File: src/rtl/mod_exp_ctrl_if.sv
// Host and mon_prod handshake bundle for the modular-exponentiation sequencer.
// The master side drives start/exponent/exp_len and mp_stop; the slave side is the sequencer.
interface mod_exp_ctrl_if #(
  parameter int EBITS = 1024,
  parameter int LBITS = 11
);
  logic             start;
  logic [EBITS-1:0] exponent;
  logic [LBITS-1:0] exp_len;
  logic             busy;
  logic             done;
  logic             error;
  logic [11:0]      op_count;
  logic [LBITS-1:0] bit_idx;
  logic             mp_start;
  logic [1:0]       mp_op_code;
  logic             mp_stop;

  modport master (
    output start, exponent, exp_len, mp_stop,
    input  busy, done, error, op_count, bit_idx, mp_start, mp_op_code
  );

  modport slave (
    input  start, exponent, exp_len, mp_stop,
    output busy, done, error, op_count, bit_idx, mp_start, mp_op_code
  );
endinterface

File: src/rtl/mod_exp_ctrl.sv
// Left-to-right square-and-multiply sequencer driving mon_prod through start/op_code/stop.
// Each op is complete on a rising edge of mp_stop; a per-op watchdog aborts a stalled run.
module mod_exp_ctrl #(
  parameter int EBITS   = 1024,
  parameter int LBITS   = 11,
  parameter int TBITS   = 12,
  parameter int TIMEOUT = 2048
) (
  input  logic          clk,
  input  logic          rst,
  mod_exp_ctrl_if.slave bus
);
  localparam int IBITS = (EBITS > 1) ? $clog2(EBITS) : 1;

  localparam logic [1:0] OPXX = 2'd0;
  localparam logic [1:0] OPXM = 2'd1;
  localparam logic [1:0] OPX1 = 2'd2;

  localparam logic [3:0] IDLE       = 4'd0;
  localparam logic [3:0] SQ_ISSUE   = 4'd1;
  localparam logic [3:0] SQ_WAIT    = 4'd2;
  localparam logic [3:0] MUL_ISSUE  = 4'd3;
  localparam logic [3:0] MUL_WAIT   = 4'd4;
  localparam logic [3:0] NEXT       = 4'd5;
  localparam logic [3:0] CONV_ISSUE = 4'd6;
  localparam logic [3:0] CONV_WAIT  = 4'd7;
  localparam logic [3:0] DONE       = 4'd8;

  localparam logic [LBITS-1:0] EBITS_L = LBITS'(EBITS);
  localparam logic [TBITS-1:0] WD_LAST = TBITS'(TIMEOUT - 1);

  logic [3:0]       state_reg;
  logic [EBITS-1:0] exp_reg;
  logic [TBITS-1:0] wd_reg;
  logic             stop_q_reg;
  logic             busy_reg;
  logic             done_reg;
  logic             error_reg;
  logic             mp_start_reg;
  logic [1:0]       op_code_reg;
  logic [11:0]      op_count_reg;
  logic [LBITS-1:0] bit_idx_reg;

  logic [LBITS-1:0] len_clamped;
  logic             completion;
  logic             cur_bit;
  logic             wd_expired;

  assign len_clamped = (bus.exp_len > EBITS_L) ? EBITS_L : bus.exp_len;
  // Edge detect rather than level so a stale or X stop after reset never completes an op.
  assign completion  = bus.mp_stop & ~stop_q_reg;
  assign cur_bit     = exp_reg[bit_idx_reg[IBITS-1:0]];
  assign wd_expired  = (wd_reg == WD_LAST);

  always_ff @(posedge clk or posedge rst) begin
    if (rst) begin
      state_reg    <= IDLE;
      exp_reg      <= '0;
      wd_reg       <= '0;
      stop_q_reg   <= 1'b0;
      busy_reg     <= 1'b0;
      done_reg     <= 1'b0;
      error_reg    <= 1'b0;
      mp_start_reg <= 1'b0;
      op_code_reg  <= OPXX;
      op_count_reg <= '0;
      bit_idx_reg  <= '0;
    end else begin
      stop_q_reg   <= bus.mp_stop;
      mp_start_reg <= 1'b0;
      done_reg     <= 1'b0;
      case (state_reg)
        IDLE: begin
          if (bus.start) begin
            exp_reg      <= bus.exponent;
            error_reg    <= 1'b0;
            op_count_reg <= '0;
            busy_reg     <= 1'b1;
            if (len_clamped == '0) begin
              state_reg <= CONV_ISSUE;
            end else begin
              bit_idx_reg <= len_clamped - 1'b1;
              state_reg   <= SQ_ISSUE;
            end
          end
        end
        SQ_ISSUE: begin
          mp_start_reg <= 1'b1;
          op_code_reg  <= OPXX;
          op_count_reg <= op_count_reg + 12'd1;
          wd_reg       <= '0;
          state_reg    <= SQ_WAIT;
        end
        MUL_ISSUE: begin
          mp_start_reg <= 1'b1;
          op_code_reg  <= OPXM;
          op_count_reg <= op_count_reg + 12'd1;
          wd_reg       <= '0;
          state_reg    <= MUL_WAIT;
        end
        CONV_ISSUE: begin
          mp_start_reg <= 1'b1;
          op_code_reg  <= OPX1;
          op_count_reg <= op_count_reg + 12'd1;
          wd_reg       <= '0;
          state_reg    <= CONV_WAIT;
        end
        SQ_WAIT, MUL_WAIT, CONV_WAIT: begin
          // Completion takes priority over a watchdog expiring in the same cycle.
          if (completion) begin
            if (state_reg == SQ_WAIT)
              state_reg <= cur_bit ? MUL_ISSUE : NEXT;
            else if (state_reg == MUL_WAIT)
              state_reg <= NEXT;
            else
              state_reg <= DONE;
          end else if (wd_expired) begin
            error_reg <= 1'b1;
            state_reg <= DONE;
          end else begin
            wd_reg <= wd_reg + 1'b1;
          end
        end
        NEXT: begin
          if (bit_idx_reg == '0) begin
            state_reg <= CONV_ISSUE;
          end else begin
            bit_idx_reg <= bit_idx_reg - 1'b1;
            state_reg   <= SQ_ISSUE;
          end
        end
        DONE: begin
          done_reg  <= 1'b1;
          busy_reg  <= 1'b0;
          state_reg <= IDLE;
        end
        default: state_reg <= IDLE;
      endcase
    end
  end

  assign bus.busy       = busy_reg;
  assign bus.done       = done_reg;
  assign bus.error      = error_reg;
  assign bus.op_count   = op_count_reg;
  assign bus.bit_idx    = bit_idx_reg;
  assign bus.mp_start   = mp_start_reg;
  assign bus.mp_op_code = op_code_reg;
endmodule

File: src/flat_wrapper.sv
// flat-port wrapper written by rule: the top's interface ports become plain ports
module mod_exp_ctrl_flat 
#(
  parameter int EBITS   = 1024,
  parameter int LBITS   = 11,
  parameter int TBITS   = 12,
  parameter int TIMEOUT = 2048
)
  (clk, rst, bus_start, bus_exponent, bus_exp_len, bus_mp_stop, bus_busy, bus_done, bus_error, bus_op_count, bus_bit_idx, bus_mp_start, bus_mp_op_code);
  mod_exp_ctrl_if #(.EBITS(EBITS), .LBITS(LBITS)) bus_i ();
  input  logic clk;
  input  logic rst;
  input wire logic [$bits(bus_i.start)-1:0] bus_start;
  input wire logic [$bits(bus_i.exponent)-1:0] bus_exponent;
  input wire logic [$bits(bus_i.exp_len)-1:0] bus_exp_len;
  input wire logic [$bits(bus_i.mp_stop)-1:0] bus_mp_stop;
  output wire logic [$bits(bus_i.busy)-1:0] bus_busy;
  output wire logic [$bits(bus_i.done)-1:0] bus_done;
  output wire logic [$bits(bus_i.error)-1:0] bus_error;
  output wire logic [$bits(bus_i.op_count)-1:0] bus_op_count;
  output wire logic [$bits(bus_i.bit_idx)-1:0] bus_bit_idx;
  output wire logic [$bits(bus_i.mp_start)-1:0] bus_mp_start;
  output wire logic [$bits(bus_i.mp_op_code)-1:0] bus_mp_op_code;
  assign bus_i.start = bus_start;
  assign bus_i.exponent = bus_exponent;
  assign bus_i.exp_len = bus_exp_len;
  assign bus_i.mp_stop = bus_mp_stop;
  assign bus_busy = bus_i.busy;
  assign bus_done = bus_i.done;
  assign bus_error = bus_i.error;
  assign bus_op_count = bus_i.op_count;
  assign bus_bit_idx = bus_i.bit_idx;
  assign bus_mp_start = bus_i.mp_start;
  assign bus_mp_op_code = bus_i.mp_op_code;
  mod_exp_ctrl #(.EBITS(EBITS), .LBITS(LBITS), .TBITS(TBITS), .TIMEOUT(TIMEOUT)) u_core (.clk(clk), .rst(rst), .bus(bus_i));
endmodule
File: config.mk
export PLATFORM = sky130hd
export DESIGN_NAME = mod_exp_ctrl_flat
export DESIGN_NICKNAME = d
export VERILOG_FILES = /design/src/rtl/mod_exp_ctrl_if.sv /design/src/rtl/mod_exp_ctrl.sv /design/src/flat_wrapper.sv
export SDC_FILE = /design/constraint.sdc
export NUM_CORES = 2
export LEC_CHECK = 0
export BUFFER_PORTS_ARGS = -buffer_cell sky130_fd_sc_hd__buf_2
export CORE_AREA = 2 2 418 420
export DETAILED_ROUTE_END_ITERATION = 10
export DIE_AREA = 0 0 420 422
export HOLD_SLACK_MARGIN = 0.15
export PLACE_DENSITY = 0.58
export SYNTH_ARGS = -nofsm -noshare
export SYNTH_HDL_FRONTEND = slang
export SYNTH_SLANG_ARGS = --single-unit
File: constraint.sdc
create_clock -name clk -period 42.4 [get_ports clk]
set_input_delay 6.36 -clock clk [delete_from_list [all_inputs] [get_ports clk]]
set_output_delay 6.36 -clock clk [all_outputs]
set_load 0.02 [all_outputs]
# Word-level counts from Yosys, hierarchy flattened

Index checks and enable logic that the tools add are counted.

Flip-flop bits (word level): 1070
Input port bits: 1039
Output and inout port bits: 29

Add/sub/neg operators: 4
$lt $le $gt $ge: 2
Equality and inequality tests: 16
Muxes and demuxes: 30
Bitwise logic cells: 2
Reduce and logical (&&, ||, !) cells: 18

Operators by type and width:

| cell                                                          | count |
|---|---|
| one-hot mux 12 bit (2 select lines)                           | 2 |
| 2-to-1 mux 11 bit                                             | 4 |
| 2-to-1 mux 12 bit                                             | 3 |
| adder 12 x 1 -> 12 bit (second input constant)                | 2 |
| one-hot mux 4 bit (6 select lines)                            | 1 |
| zero test 11 bit                                              | 2 |
| one-hot mux 11 bit (2 select lines)                           | 1 |
| subtractor 11 x 1 -> 11 bit (second input constant)           | 2 |
| 2-to-1 mux 4 bit                                              | 5 |
| equality test 4 x 3 -> 1 bit (second input constant)          | 4 |
| equality test 12 x 11 -> 1 bit (second input constant)        | 1 |
| greater-than comparator 11 bit (second input constant)        | 1 |
| less-than comparator 10 x 11 -> 1 bit (second input constant) | 1 |
| binary-select mux 1 bit (select 10 bit)                       | 1 |
| != test 2 bit (second input constant)                         | 5 |
| nonzero test 2 bit                                            | 5 |
| 2-to-1 mux 3 bit                                              | 3 |
| equality test 4 x 2 -> 1 bit (second input constant)          | 2 |
| AND reduction 2 bit                                           | 4 |
| AND reduction 4 bit                                           | 2 |
| 2-to-1 mux 1 bit                                              | 7 |
| one-hot mux 2 bit (3 select lines)                            | 1 |
| OR reduction 3 bit                                            | 2 |
| equality test 4 x 1 -> 1 bit (second input constant)          | 1 |
| 9 further kinds                                               | 10 |

# Longest topological paths before layout

Depth after elaboration: 6
Gate-level depth with buffers: 14

# Worst setup path before layout

OpenSTA, ideal clock, no wires.

Path kind: in2reg
Start: input port bus_exp_len[0]
End: register u_core.bit_idx_reg[10], in the netlist u_core.bus.bit_idx[10]
Data arrival time: 7.847 ns
Setup slack: 34.417 ns
Stages on the path: 9
Path buffers: 0
Path through: nor3b_1 -> a21oi_1 -> ha_1 -> and3_1 -> nand4_1 -> nor3_1 -> nand3_1 -> a31oi_1 -> a21oi_1

Word-level cells in the longest chain between the ends: 6

RTL lines:

| item                                | RTL line            | RTL |
|---|---|---|
| from (decl)                         | flat_wrapper.sv:15  | `input wire logic [$bits(bus_i.exp_len)-1:0] bus_exp_len;` |
| greater-than comparator 11 bit      | mod_exp_ctrl.sv:49  | `assign len_clamped = (bus.exp_len > EBITS_L) ? EBITS_L : bus.exp_len;` |
| 2-to-1 mux 11 bit *                 | mod_exp_ctrl.sv:49  |  |
| subtractor 11 x 1 -> 11 bit         | mod_exp_ctrl.sv:82  | `bit_idx_reg <= len_clamped - 1'b1;` |
| 2-to-1 mux 11 bit                   | mod_exp_ctrl.sv:79  | `if (len_clamped == '0) begin` |
| 2-to-1 mux 11 bit                   | mod_exp_ctrl.sv:74  | `if (bus.start) begin` |
| one-hot mux 11 bit (2 select lines) | mod_exp_ctrl.sv:72  | `case (state_reg)` |
| to (signal assigned)                | mod_exp_ctrl.sv:82  |  |
| to (signal assigned)                | mod_exp_ctrl.sv:128 | `bit_idx_reg <= bit_idx_reg - 1'b1;` |
| to (decl)                           | mod_exp_ctrl.sv:42  | `logic [LBITS-1:0] bit_idx_reg;` |

Every way passes the cells marked *; elsewhere a longest branch is shown, timed or not. The select of a mux whose other input is x is not followed.
A chain may end at the register's enable or synchronous reset.

# Final worst setup path

Start: input port bus_start
End: register u_core.exp_reg[869]

Word-level cells in the longest chain between the ends: 1

RTL lines:

| item                          | RTL line           | RTL |
|---|---|---|
| from (decl)                   | flat_wrapper.sv:13 | `input wire logic [$bits(bus_i.start)-1:0] bus_start;` |
| AND reduction 2 bit (no line) | -                  |  |
| to (signal assigned)          | mod_exp_ctrl.sv:75 | `exp_reg <= bus.exponent;` |
| to (decl)                     | mod_exp_ctrl.sv:33 | `logic [EBITS-1:0] exp_reg;` |

No other way between the ends.

==> flow_summary_export.csv <==
group,metric,value,unit
run_status,status,"finished, final reports clean",
logic_synthesis,synth.avg_cell_area,9.15,sq um
floorplan,die_y,422,um
cts,cts_max_level,3,
power_and_ir_drop,power_frac_comb,0.420,
sta,finalHoldViolations,0,
global_route,overflow,0,
cts,cts_resized,0,
power_and_ir_drop,vdd_drop_max,0.0472,mV
layout,largest_reg_flops,1024,
worst_setup_path,r2r_slack,36240,ps
detailed_routing,drtAntennaViolNets,0,
worst_setup_path,critPathRequiredTime,43090,ps
floorplan,initial_utilization,0.285,
cts,cts_tree,"built",
sta,finalSetupViolCount,0,
floorplan,fp.dieArea,0.177,sq mm
detailed_routing,drc,0,
detailed_routing,dr.pass1.iters,6,
worst_setup_path,worst-endpoint-arrival,10390,ps
logic_synthesis,ys_seq_area_frac,0.544,
sta,period_minus_slack,9700,ps
logic_synthesis,synth_area,0.0492,sq mm
placed_design,gp_congestion,0.935,
cts,cts_max_path_buffers,3,
worst_setup_path,critPathKind,"input port to flop",
placed_design,portBuffers,1067,
floorplan,die_w,420,um
floorplan,core,0.173,sq mm
detailed_routing,drt_iter0_markers,3887,
worst_setup_path,path_max_fanout,107,
hold_path,min_path_type,"flop to flop",
logic_synthesis,syn-num-nets,6419,
worst_setup_path,r2r_start,"u_core.bus.bit_idx[0]",
power_and_ir_drop,pwr-share-clk,0.219,
logic_synthesis,synth_edf_count,0,
global_route,grt_max_degree,246,
power_and_ir_drop,powerDensity,82.4,mW/mm^2
floorplan,io-pin-count,1068,
cts,clk_latency,770,ps
logic_synthesis,ys_async_sr_fraction,1.00,
hold_path,min_from,"u_core.exp_reg[159]",
layout,area_delta_synth_final,23.8,%
cts,postCtsSetupRepairBufs,0,
detailed_routing,vias,42300,
global_route,antenna_found_initial,102,
power_and_ir_drop,p_switching,2.09,mW
hold_path,min_to,"u_core.exp_reg[159]",
cts,cts-root-buf,"clkbuf_16",
layout,fin_area,0.0609,sq mm
worst_setup_path,reg2reg_to,"u_core.state_reg[1]",
hold_path,whs_path_depth,2,
layout,postLayoutCoreUtil,0.352,
logic_synthesis,ys_warn_count,0,
logic_synthesis,synth_top_flop_cell,"dfrtp_1",
layout,final_common_cell,"nand2_1",
sta,max_slew_margin,0.117,
sta,rsz0062_at_grt,"false",
placed_design,post-place-ws,31870,ps
global_route,grt_pass1_wl,290,mm
power_and_ir_drop,leakage,31.9,nW
sta,worst_pin_slew,1320,ps
sta,fin_ws,32700,ps
logic_synthesis,synth-seq-cells,1070,
worst_setup_path,setup.worst_path.start_class,"input port",
cts,ctsHoldBuffers,0,
detailed_routing,wl_per_cell,23.3,um
global_route,grt_usage,0.225,
layout,drive_gt1_frac,0.251,
layout,final_cell_mix,"3147 x nand2_1, 1067 x buf_2, 1065 x dfrtp_1",
global_route,grt_pass1_vias,42300,
sta,fin_crit_sh,0.229,
detailed_routing,viasPerCell,4.82,
floorplan,rows,153,
cts,clock_sinks,1070,
sta,setup_tns,0,ps
sta,drv_slew,0,
worst_setup_path,r2r_cells,12,
layout,finalNetCount,7332,
worst_setup_path,end_kind,"flop",
power_and_ir_drop,switching_share,0.416,
power_and_ir_drop,power_frac_seq,0.361,
logic_synthesis,synthCells,5377,
job,drv_cap,0,
cts,clkTransAtPathRegs,60,ps
sta,fin_skew,27.6,ps
sta,fmax,103,MHz
placed_design,dpl_cell_area,0.0566,sq mm
detailed_routing,routed_wl,204,mm
placed_design,hpwl,149,mm
logic_synthesis,post_synth_num_cell_types,70,
cts,cts_buffers,120,
power_and_ir_drop,internal_power,2.93,mW
layout,fillCellCount,17700,
[critical path, cell delays in order]
cell     delay, ps
buf_2          120
and3_4         710
buf_4          830
buf_4          940
buf_4          940
nand2_1        160
nand2_1        100
[layer usage]
layer / vias to the layer above / GRT usage / part of all wire
met5: - / 0 / 0.0021
met4: 66 / 0.0931 / 0.038
met3: 392 / 0.0531 / 0.068
met2: 1509 / 0.368 / 0.49
met1: 21000 / 0.284 / 0.40
li1: 19300 / - / -
[cell usage after synthesis (all sizes together), types with 4 or more instances]
cell | count | share of area
mux2i | 65 | 0.013
nor4b | 4 | 0.00071
clkbuf | 266 | 0.020
a31oi | 7 | 0.00089
nor2b | 14 | 0.0018
or3 | 11 | 0.0014
xor2 | 11 | 0.0020
mux4 | 229 | 0.11
a211oi | 16 | 0.0024
nor2 | 70 | 0.0053
o31ai | 6 | 0.00092
dfrtp | 1070 | 0.54
nand2 | 3147 | 0.24
a2111oi | 5 | 0.0010
and2 | 6 | 0.00076
inv | 8 | 0.00061
mux2 | 15 | 0.0034
a211o | 5 | 0.00089
a22oi | 50 | 0.0076
nor4 | 7 | 0.0010
a21oi | 62 | 0.0063
o221ai | 14 | 0.0025
nand4 | 12 | 0.0015
a22o | 7 | 0.0012
nor3 | 22 | 0.0022
o21ai | 54 | 0.0055
xnor2 | 4 | 0.00071
buf | 80 | 0.011
nor3b | 4 | 0.00061
and3 | 8 | 0.0010
nand2b | 8 | 0.0010
o22ai | 20 | 0.0025
nand3 | 23 | 0.0023
a221oi | 8 | 0.0014
o211ai | 5 | 0.00076
[metrics by stage]
stage	power, mW	std cells	hold slack (ps)
detailed placement	3.96	8493	457
finish	5.02	8774	468
global placement	3.92	8493	452
floorplan	3.17	5377	437
CTS	5.08	8718	472
global route	5.37	8766	483
[worst max path at each step]
stage / from / endpoint / cells after the start
5_1_grt: rst / u_core.exp_reg[333] / 6
4_1_cts: rst / u_core.exp_reg[772] / 6
6_report: bus_start / u_core.exp_reg[869] / 7
3_3_place_gp: rst / u_core.exp_reg[337] / 6
3_5_place_dp: rst / u_core.exp_reg[312] / 6
2_1_floorplan: rst / u_core.bus.bit_idx[0] / 1
[power by group through the flow]
stage	Clock (mW)	Combinational (mW)	Sequential, mW
finish	1.10	2.11	1.81
global route	1.16	2.35	1.86
CTS	1.12	2.15	1.80
detailed placement	0	2.15	1.82
global placement	0	2.12	1.80
floorplan	0	1.46	1.71
[kinds of logic (layout without fill, tap and decap cells)]
group | count (synthesis) | count (layout) | share of synthesized area
buffers and inverters | 355 | 1371 | 0.0316
xor gates and xnor gates | 15 | 15 | 0.00267
DFF | 1070 | 1070 | 0.544
adders and majority gates | 3 | 3 | 0.000763
other | 0 | 56 | 0
and+or+nand+nor | 3347 | 3347 | 0.262
muxes | 309 | 309 | 0.122
AOI/OAI and AO/OA | 278 | 278 | 0.0375
[cell type report]
type                       count  area (sq um)  area share
antenna                       56           140     0.00230
clock buffer                 171          3500      0.0574
clock inverter                54           642      0.0105
inverter                       9          42.5    0.000698
multi-input combinational   3952         21000       0.344
sequential                  1070         26800       0.440
tap                         2325          2910      0.0478
timing repair buffer        1137          5940      0.0975
(Power assumes the default switching activity.)
